$ cat src/rtl/mem_port_arbiter_if.sv
// Bundle of requester-side handshakes and memory-side signals for mem_port_arbiter.
// The arbiter connects through the slave modport; requesters/memory use master.
interface mem_port_arbiter_if #(
  parameter int ADDR_W = 32,
  parameter int DATA_W = 32
);
  logic              if_req;
  logic [ADDR_W-1:0] if_addr;
  logic              if_gnt;
  logic              if_done;
  logic              d_req;
  logic              d_we;
  logic [ADDR_W-1:0] d_addr;
  logic [DATA_W-1:0] d_wdata;
  logic              d_gnt;
  logic              d_done;
  logic [DATA_W-1:0] rdata;
  logic [ADDR_W-1:0] mem_addr;
  logic [DATA_W-1:0] mem_wdata;
  logic              mem_wr;
  logic [DATA_W-1:0] mem_rdata;
  logic              busy;
  logic [1:0]        state_out;

  modport master (
    output if_req, if_addr, d_req, d_we, d_addr, d_wdata, mem_rdata,
    input  if_gnt, if_done, d_gnt, d_done, rdata, mem_addr, mem_wdata, mem_wr,
           busy, state_out
  );

  modport slave (
    input  if_req, if_addr, d_req, d_we, d_addr, d_wdata, mem_rdata,
    output if_gnt, if_done, d_gnt, d_done, rdata, mem_addr, mem_wdata, mem_wr,
           busy, state_out
  );
endinterface

$ cat src/rtl/mem_port_arbiter.sv
// Fetch vs load/store arbiter for a single-port memory with fixed access latency.
// Define ARB_RR_EN for round-robin tie-breaking; default is fixed data > fetch priority.
module mem_port_arbiter #(
  parameter int ADDR_W      = 32,
  parameter int DATA_W      = 32,
  parameter int WAIT_CYCLES = 2
) (
  input logic                clock,
  input logic                reset,
  mem_port_arbiter_if.slave  bus
);
  localparam logic [1:0] IDLE   = 2'd0;
  localparam logic [1:0] ACCESS = 2'd1;
  localparam logic [1:0] RESP   = 2'd2;

  localparam int CNT_W = ($clog2(WAIT_CYCLES + 1) > 1) ? $clog2(WAIT_CYCLES + 1) : 1;
  localparam logic [CNT_W-1:0] CNT_LOAD = CNT_W'(WAIT_CYCLES);

  logic [1:0]        state;
  logic [CNT_W-1:0]  cnt;
  logic [ADDR_W-1:0] lat_addr;
  logic [DATA_W-1:0] lat_wdata;
  logic              lat_we;
  logic              owner;      // 1 = data requester, 0 = fetch
  logic [DATA_W-1:0] rdata_q;
  logic              any_req;
  logic              d_wins;

  assign any_req = bus.if_req | bus.d_req;

`ifdef ARB_RR_EN
  logic last_owner;

  // Ties go to whoever was not granted last; resets to fetch so the first tie goes to data.
  assign d_wins = bus.d_req & (~bus.if_req | ~last_owner);

  always_ff @(posedge clock or posedge reset) begin
    if (reset)
      last_owner <= 1'b0;
    else if (state == IDLE && any_req)
      last_owner <= d_wins;
  end
`else
  assign d_wins = bus.d_req;
`endif

  always_ff @(posedge clock or posedge reset) begin
    if (reset) begin
      state     <= IDLE;
      cnt       <= '0;
      lat_addr  <= '0;
      lat_wdata <= '0;
      lat_we    <= 1'b0;
      owner     <= 1'b0;
      rdata_q   <= '0;
    end else begin
      case (state)
        IDLE: begin
          if (any_req) begin
            owner     <= d_wins;
            lat_addr  <= d_wins ? bus.d_addr : bus.if_addr;
            lat_wdata <= d_wins ? bus.d_wdata : '0;
            lat_we    <= d_wins & bus.d_we;
            cnt       <= CNT_LOAD;
            state     <= ACCESS;
          end
        end
        ACCESS: begin
          if (cnt == '0) begin
            rdata_q <= bus.mem_rdata;
            state   <= RESP;
          end else begin
            cnt <= cnt - 1'b1;
          end
        end
        RESP:    state <= IDLE;
        default: state <= IDLE;
      endcase
    end
  end

  assign bus.if_gnt    = (state == IDLE) & bus.if_req & ~d_wins;
  assign bus.d_gnt     = (state == IDLE) & d_wins;
  assign bus.if_done   = (state == RESP) & ~owner;
  assign bus.d_done    = (state == RESP) & owner;
  assign bus.rdata     = rdata_q;
  assign bus.mem_addr  = lat_addr;
  assign bus.mem_wdata = lat_wdata;
  // Write strobe is decoded from state so an asynchronous reset drops it immediately.
  assign bus.mem_wr    = (state == ACCESS) & lat_we;
  assign bus.busy      = (state != IDLE);
  assign bus.state_out = state;
endmodule
$ cat src/flat_wrapper.sv
// flat-port wrapper written by rule: the top's interface ports become plain ports
module mem_port_arbiter_flat 
#(
  parameter int ADDR_W      = 32,
  parameter int DATA_W      = 32,
  parameter int WAIT_CYCLES = 2
)
  (clock, reset, bus_if_req, bus_if_addr, bus_d_req, bus_d_we, bus_d_addr, bus_d_wdata, bus_mem_rdata, bus_if_gnt, bus_if_done, bus_d_gnt, bus_d_done, bus_rdata, bus_mem_addr, bus_mem_wdata, bus_mem_wr, bus_busy, bus_state_out);
  mem_port_arbiter_if #(.ADDR_W(ADDR_W), .DATA_W(DATA_W)) bus_i ();
  input logic clock;
  input logic reset;
  input wire logic [$bits(bus_i.if_req)-1:0] bus_if_req;
  input wire logic [$bits(bus_i.if_addr)-1:0] bus_if_addr;
  input wire logic [$bits(bus_i.d_req)-1:0] bus_d_req;
  input wire logic [$bits(bus_i.d_we)-1:0] bus_d_we;
  input wire logic [$bits(bus_i.d_addr)-1:0] bus_d_addr;
  input wire logic [$bits(bus_i.d_wdata)-1:0] bus_d_wdata;
  input wire logic [$bits(bus_i.mem_rdata)-1:0] bus_mem_rdata;
  output wire logic [$bits(bus_i.if_gnt)-1:0] bus_if_gnt;
  output wire logic [$bits(bus_i.if_done)-1:0] bus_if_done;
  output wire logic [$bits(bus_i.d_gnt)-1:0] bus_d_gnt;
  output wire logic [$bits(bus_i.d_done)-1:0] bus_d_done;
  output wire logic [$bits(bus_i.rdata)-1:0] bus_rdata;
  output wire logic [$bits(bus_i.mem_addr)-1:0] bus_mem_addr;
  output wire logic [$bits(bus_i.mem_wdata)-1:0] bus_mem_wdata;
  output wire logic [$bits(bus_i.mem_wr)-1:0] bus_mem_wr;
  output wire logic [$bits(bus_i.busy)-1:0] bus_busy;
  output wire logic [$bits(bus_i.state_out)-1:0] bus_state_out;
  assign bus_i.if_req = bus_if_req;
  assign bus_i.if_addr = bus_if_addr;
  assign bus_i.d_req = bus_d_req;
  assign bus_i.d_we = bus_d_we;
  assign bus_i.d_addr = bus_d_addr;
  assign bus_i.d_wdata = bus_d_wdata;
  assign bus_i.mem_rdata = bus_mem_rdata;
  assign bus_if_gnt = bus_i.if_gnt;
  assign bus_if_done = bus_i.if_done;
  assign bus_d_gnt = bus_i.d_gnt;
  assign bus_d_done = bus_i.d_done;
  assign bus_rdata = bus_i.rdata;
  assign bus_mem_addr = bus_i.mem_addr;
  assign bus_mem_wdata = bus_i.mem_wdata;
  assign bus_mem_wr = bus_i.mem_wr;
  assign bus_busy = bus_i.busy;
  assign bus_state_out = bus_i.state_out;
  mem_port_arbiter #(.ADDR_W(ADDR_W), .DATA_W(DATA_W), .WAIT_CYCLES(WAIT_CYCLES)) u_core (.clock(clock), .reset(reset), .bus(bus_i));
endmodule
$ cat config.mk
export PLATFORM = sky130hd
export DESIGN_NAME = mem_port_arbiter_flat
export DESIGN_NICKNAME = d
export VERILOG_FILES = /design/src/rtl/mem_port_arbiter_if.sv /design/src/rtl/mem_port_arbiter.sv /design/src/flat_wrapper.sv
export SDC_FILE = /design/constraint.sdc
export NUM_CORES = 1
export LEC_CHECK = 0
export ABC_CLOCK_PERIOD_IN_PS = 4100
export BUFFER_PORTS_ARGS = -buffer_cell sky130_fd_sc_hd__buf_2
export CAP_MARGIN = 5
export CORE_UTILIZATION = 38
export DETAILED_ROUTE_END_ITERATION = 8
export PLACE_DENSITY = 0.7
export RECOVER_POWER = 25
export SLEW_MARGIN = 20
export SYNTH_ARGS = -nofsm -noshare
export SYNTH_HDL_FRONTEND = slang
export SYNTH_SLANG_ARGS = --single-unit
export TNS_END_PERCENT = 5
$ cat constraint.sdc
create_clock -name clock -period 4.1 [get_ports clock]
set_input_delay 0.615 -clock clock [delete_from_list [all_inputs] [get_ports clock]]
set_output_delay 0.615 -clock clock [all_outputs]
set_load 0.005 [all_outputs]
==> flow_summary.json, run 1 <==
{
  "worstPathMaxFanout": 36,
  "wl_um": 9630,
  "yosysMostFrequentCell": "dfrtp_1",
  "power_leakage_nw": 3.04,
  "die_y_um": 108,
  "hold_violations": 0,
  "ys_ff_latch": 102,
  "portBuffers": 236,
  "clkTransAtPathRegs_ns": 0.07,
  "cts_resized": 0,
  "antenna_cells": 0,
  "io_pins": 237,
  "p_total_mw": 4.25,
  "rsz0062_at_grt": "false",
  "fin_crit_ns": 2.59,
  "drive_gt1_frac": 0.690,
  "drtPass1Iterations": 4,
  "max_freq_mhz": 385,
  "clock-root-buffer": "clkbuf_16",
  "worst_ep_arrival_time_ns": 1.98,
  "period_share": 0.633,
  "synth_edf_count": 0,
  "synth_xor_area_frac": 0,
  "ant_nets": 0,
  "ff_latch_area_um2": 2550,
  "slew_headroom": 0.362,
  "synth_ff_type": "dfrtp_1",
  "die_area_um2": 11700,
  "cts_max_level": 3,
  "clock_sinks": 102,
  "synth_top_family_by_area": "multiplexers",
  "nets": 642,
  "overflow": 0,
  "clock_path_buffers": 2,
  "yosys.area_share.simple": 0.0198,
  "hold_path_class": "in -> async",
  "grt_pass1_vias": 3112,
  "worstMarginPinSlew_ns": 0.957,
  "clock_skew_ns": 0.00935,
  "cts_hold_buffers": 0,
  "dr_total_vias": 3094,
  "synth_top_area_cell": "dfrtp_1",
  "antenna_found_initial": 0,
  "async_flop_share": 1.00,
  "post_drt_wl_per_cell_um": 14.7,
  "peakVddDrop_mv": 0.348,
  "cts_buffers": 9,
  "tns_ns": 0,
  "synthesis.area_um2": 4290,
  "num-fill-cells": 941,
  "start_kind": "input port",
  "synthesis.instances": 276,
  "final_core_utilization": 0.535,
  "yosysUniqueCellTypes": 22,
  "grt_first_pass_wirelength_um": 15100,
  "whs_ns": 0.495,
  "synth.area.mux_share": 0.267,
  "syn-num-nets": 410,
  "vias_per_cell": 4.74,
  "synth_fa_ha_area_frac": 0.00292,
  "synth_top_area_frac": 0.595,
  "max_cap_violations": 0,
  "post-place-ws_ns": 1.51,
  "synth_compound_area_frac": 0.0793,
  "clk_latency_ns": 0.33,
  "worstSetupEndpointType": "output pin",
  "dpl.hpwl_um": 7170,
  "synth_area_leaders": "dfrtp_1 59%, mux2_2 21%, a22o_1 6.9%",
  "ys_top_cells_by_count": "102 x dfrtp_1, 79 x mux2_2, 34 x a22o_1",
  "cp.required_ns": 3.48,
  "finalSetupViolCount": 0,
  "placementRows": 38,
  "yosysSeqAreaShare": 0.595,
  "p_per_area_nw_per_um2": 726,
  "coreArea_um2": 10900,
  "worst_slack_ns": 1.51,
  "drt_iter0_drc": 82,
  "gp_congestion": 0.782,
  "path_class": "in -> out",
  "area_growth_pct": 36.4,
  "ys_warn_count": 0,
  "syn_avg_cell_area_um2": 15.5,
  "multiInputGateArea_um2": 1590,
  "drc": 0,
  "die_x_um": 108,
  "globalRouteTotalUtil": 0.167,
  "cts_tree": "done",
  "regToRegSetupSlack_ns": 2.06,
  "maxSlewViolCount": 0,
  "initial_core_util": 0.392,
  "grt_max_degree": 82,
  "post_cts_buffers": 0,
  "status": "finished clean"
}
[metrics by stage]
stage / cell area (um2) / std cells
after floorplan: 4290 / 276
after global placement: 5560 / 637
after detailed placement: 5560 / 637
after CTS: 5850 / 653
after global routing: 5850 / 653
final: 5850 / 653
[per-layer routing]
metal	up-vias	wire length, um	GRT usage
met4	0	239	0.0763
met5	-	0	0
met1	1488	4020	0.204
met3	16	554	0.0295
met2	127	4820	0.288
li1	1463	-	-
[cells by family (layout without fill, tap and decap cells)]
kind of cell	count (synthesis)	after routing
adder cells (fa/ha/maj)	1	1
multiplexers	96	96
AO/OA/AOI/OAI	40	40
AND/OR/NAND/NOR	13	13
flip-flops	102	102
buffers and inverters	24	261
[worst max-delay path: stages]
cell and delay (ns):
buf_2 0.60, and2_1 0.23, buf_4 0.33, buf_2 0.18
[state kept, by name, summed over array words and instances, names as in the netlist]
register / count
u_core.bus.mem_wdata: 32
u_core.lat_we: 1
u_core.bus.state_out: 2
u_core.owner: 1
u_core.bus.rdata: 32
u_core.cnt: 2
u_core.bus.mem_addr: 32
[power by group]
group          internal [mW]  switching (mW)
Clock                  0.475           0.350
Sequential              1.50           0.271
Combinational           1.00           0.656
[layout by cell type (no fill, tap or decap), drive strengths merged]
| cell | netlist | layout |
|---|---|---|
| and2 | 1 | 1 |
| and3b | 2 | 2 |
| clkinv | 0 | 1 |
| or2 | 1 | 1 |
| nor3b | 1 | 1 |
| clkinvlp | 0 | 2 |
| a22o | 34 | 34 |
| clkbuf | 0 | 12 |
| o32ai | 1 | 1 |
| nor3 | 2 | 2 |
| bufinv | 0 | 1 |
| ha | 1 | 1 |
| nand2 | 3 | 3 |
| inv | 5 | 6 |
| dfrtp | 102 | 102 |
| nor2 | 2 | 2 |
| buf | 19 | 239 |
| a21oi | 2 | 2 |
| nand3b | 1 | 1 |
| a21o | 2 | 2 |
| o21ai | 1 | 1 |
| mux2 | 96 | 96 |
[path summary, 6_finish.rpt]
path                                             to  cells after the start            startpoint
min reg2reg                    u_core.bus.rdata[12]                      1  u_core.bus.rdata[12]
min in group clock         u_core.bus.mem_wdata[26]                      2       bus_d_wdata[26]
max reg2reg                    u_core.bus.rdata[23]                      4         u_core.cnt[0]
max                                       bus_d_gnt                      4             bus_d_req
max in group asynchronous   u_core.bus.state_out[1]                      3                 reset
min                            u_core.bus.rdata[23]                      2                 reset
[cell type report]
| type | count | share of cell area |
|---|---|---|
| inverters | 5 | 0.00363 |
| clock inverters | 5 | 0.0100 |
| clock buffers | 11 | 0.0398 |
| flip-flops and latches | 102 | 0.436 |
| repair buffers | 240 | 0.209 |
| multi-input cells | 150 | 0.272 |
| well taps | 140 | 0.0299 |
Note: power is estimated with default switching activity, not from simulation.
==> inputs of run 2 (changes only) <==
Settings changed: ABC_AREA set to 1, ABC_CLOCK_PERIOD_IN_PS 4100 to 2600.
Clock period 4.1 ns to 2.6 ns, I/O delays scaled along.
==> flow_summary.json, run 2 <==
{
  "async_flop_share": 1.00,
  "clock_sinks": 102,
  "drtPass1Iterations": 4,
  "clock_path_buffers": 2,
  "drt_iter0_drc": 247,
  "p_switching_mw": 2.47,
  "rsz0062_at_grt": "false",
  "synth_top_area_frac": 0.589,
  "route.met3.wl_um": 907,
  "tns_ns": 0,
  "synth_top_area_cell": "dfrtp_1",
  "clk_latency_ns": 0.34,
  "coreArea_um2": 11000,
  "maxSlewViolCount": 0,
  "power_leakage_nw": 3.66,
  "ys_warn_count": 0,
  "hold_violations": 0,
  "p_int_mw": 4.15,
  "wl_met1_um": 4910,
  "ant_nets": 0,
  "synthesis.instances": 550,
  "fin_crit_ns": 1.83,
  "yosysUniqueCellTypes": 17,
  "wl_um": 11600,
  "max_stage_delay_ns": 0.79,
  "overflow": 0,
  "synth_edf_count": 0,
  "route.met2.wl_um": 5520,
  "synth_area_leaders": "dfrtp_1 59%, nand2_1 34%, buf_2 1.7%",
  "max_cap_violations": 0,
  "yosysSeqAreaShare": 0.589,
  "hold_path_class": "in -> reg",
  "syn-num-nets": 684,
  "area_growth_pct": 36.2,
  "initial_core_util": 0.395,
  "crit_buf_inv": 4,
  "worstMarginPinSlew_ns": 0.879,
  "nets": 914,
  "die_x_um": 109,
  "ys_ff_latch": 102,
  "mostFrequentLayoutCells": "393 x nand2_1, 234 x buf_2, 102 x dfrtp_1",
  "ff_latch_area_um2": 2550,
  "seqPwrFrac": 0.414,
  "max_freq_mhz": 547,
  "clock_skew_ns": 0.00637,
  "drc": 0,
  "syn_avg_cell_area_um2": 7.88,
  "grt_max_degree": 65,
  "multiInputGateArea_um2": 1580,
  "worst_ep_arrival_time_ns": 2.18,
  "portBuffers": 236,
  "ys_top_cells_by_count": "394 x nand2_1, 102 x dfrtp_1, 15 x buf_2",
  "antenna_found_initial": 1,
  "post-place-ws_ns": 0.954,
  "status": "finished clean",
  "cp.required_ns": 2.95,
  "finalSetupViolCount": 0,
  "dpl.hpwl_um": 8600,
  "critPathTopFamily": "buffers and inverters",
  "start_kind": "input port",
  "clock-root-buffer": "clkbuf_16",
  "worst_slack_ns": 0.773,
  "globalRouteTotalUtil": 0.198,
  "cts_buffers": 9,
  "synthesis.area_um2": 4330,
  "path_cells": "dlygate4sd3_1, buf_2, clkinvlp_2, clkbuf_4",
  "yosysMostFrequentCell": "nand2_1",
  "post_cts_buffers": 0,
  "num-fill-cells": 1026,
  "grt_first_pass_wirelength_um": 17900,
  "drive_gt1_frac": 0.341,
  "placementRows": 38,
  "die_area_um2": 11800,
  "worstSetupEndpointType": "async pin",
  "layout_commonest_cell": "nand2_1",
  "dr_total_vias": 4143,
  "cts_max_level": 3,
  "path_class": "in -> async",
  "p_per_area_nw_per_um2": 1120,
  "vias_per_cell": 4.48,
  "peakVddDrop_mv": 0.455,
  "clkTransAtPathRegs_ns": 0.07,
  "period_share": 0.703,
  "antenna_cells": 0,
  "synth_ff_type": "dfrtp_1",
  "slowest_stage": "clkbuf_4",
  "gp_congestion": 0.799,
  "final_area_um2": 5900,
  "switching_share": 0.373,
  "top_layer": "met5",
  "worstPathMaxFanout": 64,
  "io_pins": 237,
  "dpl_cell_area_um2": 5610,
  "pwr-share-clk": 0.204,
  "grt_pass1_vias": 3957,
  "p_comb_frac": 0.383,
  "p_total_mw": 6.62,
  "slew_headroom": 0.414,
  "whs_ns": 0.243,
  "post_drt_wl_per_cell_um": 12.5,
  "die_y_um": 109,
  "cts_tree": "done"
}
==> run 2: path summary, 6_finish.rpt <==
| check | start | endpoint | slack [ns] | depth (start not counted) |
|---|---|---|---|---|
| hold reg to reg | u_core.bus.mem_addr[22] | u_core.bus.mem_addr[22] | 0.47 | 2 |
| hold / removal | bus_d_wdata[10] | u_core.bus.mem_wdata[10] | 0.24 | 3 |
| setup reg to reg | u_core.bus.state_out[0] | u_core.bus.mem_wdata[0] | 0.99 | 5 |
| setup / recovery | reset | u_core.bus.rdata[23] | 0.77 | 4 |
| min in group asynchronous | reset | u_core.bus.rdata[22] | 0.59 | 3 |
| max in group clock | u_core.bus.state_out[1] | bus_if_gnt | 0.84 | 4 |
==> run 2: layout make-up <==
type,count,share of cell area
clock inverters,6,0.0104
multi-input cells,410,0.267
flip-flops and latches,102,0.433
clock buffers,10,0.0405
repair buffers,245,0.212
inverters,12,0.00785
well taps,140,0.0297
==> run 2: power groups by stage <==
stage	Sequential, mW	Combinational (mW)	Clock (mW)
3_3_place_gp	2.72	2.52	0
4_1_cts	2.74	2.59	1.38
2_1_floorplan	2.79	1.41	0
6_report	2.74	2.53	1.35
5_1_grt	2.82	2.93	1.45
3_5_place_dp	2.74	2.60	0
==> run 2: worst min-delay path, delay by kind of cell <==
kind / cells / cell delay (ns)
buffers and inverters: 1 / 0.07
AND/OR/NAND/NOR: 2 / 0.08
==> run 2: repair_timing <==
item | 4_1_cts | 5_1_grt
hold endpoints to repair | 10 | 0
resized for setup | 0 | 0
setup endpoints to repair | 0 | 0
hold buffers | 1 | 0
==> run 2: metrics by stage <==
step                cells  utilization
global placement      908        0.510
global route          925        0.537
CTS                   925        0.539
detailed placement    908        0.510
floorplan             550            -
finish                925        0.537
==> run 2: cells by family after synthesis <==
| group | synth area share |
|---|---|
| AND/OR/NAND/NOR | 0.358 |
| adder cells (fa/ha/maj) | 0.00289 |
| AO/OA/AOI/OAI | 0.00231 |
| buffers and inverters | 0.0476 |
| flip-flops | 0.589 |
==> run 2: metal layers <==
| metal | global-route usage | up-vias |
|---|---|---|
| li1 | - | 2098 |
| met1 | 0.234 | 1860 |
| met2 | 0.338 | 162 |
| met3 | 0.0532 | 21 |
| met4 | 0.0859 | 2 |
| met5 | 0 | - |
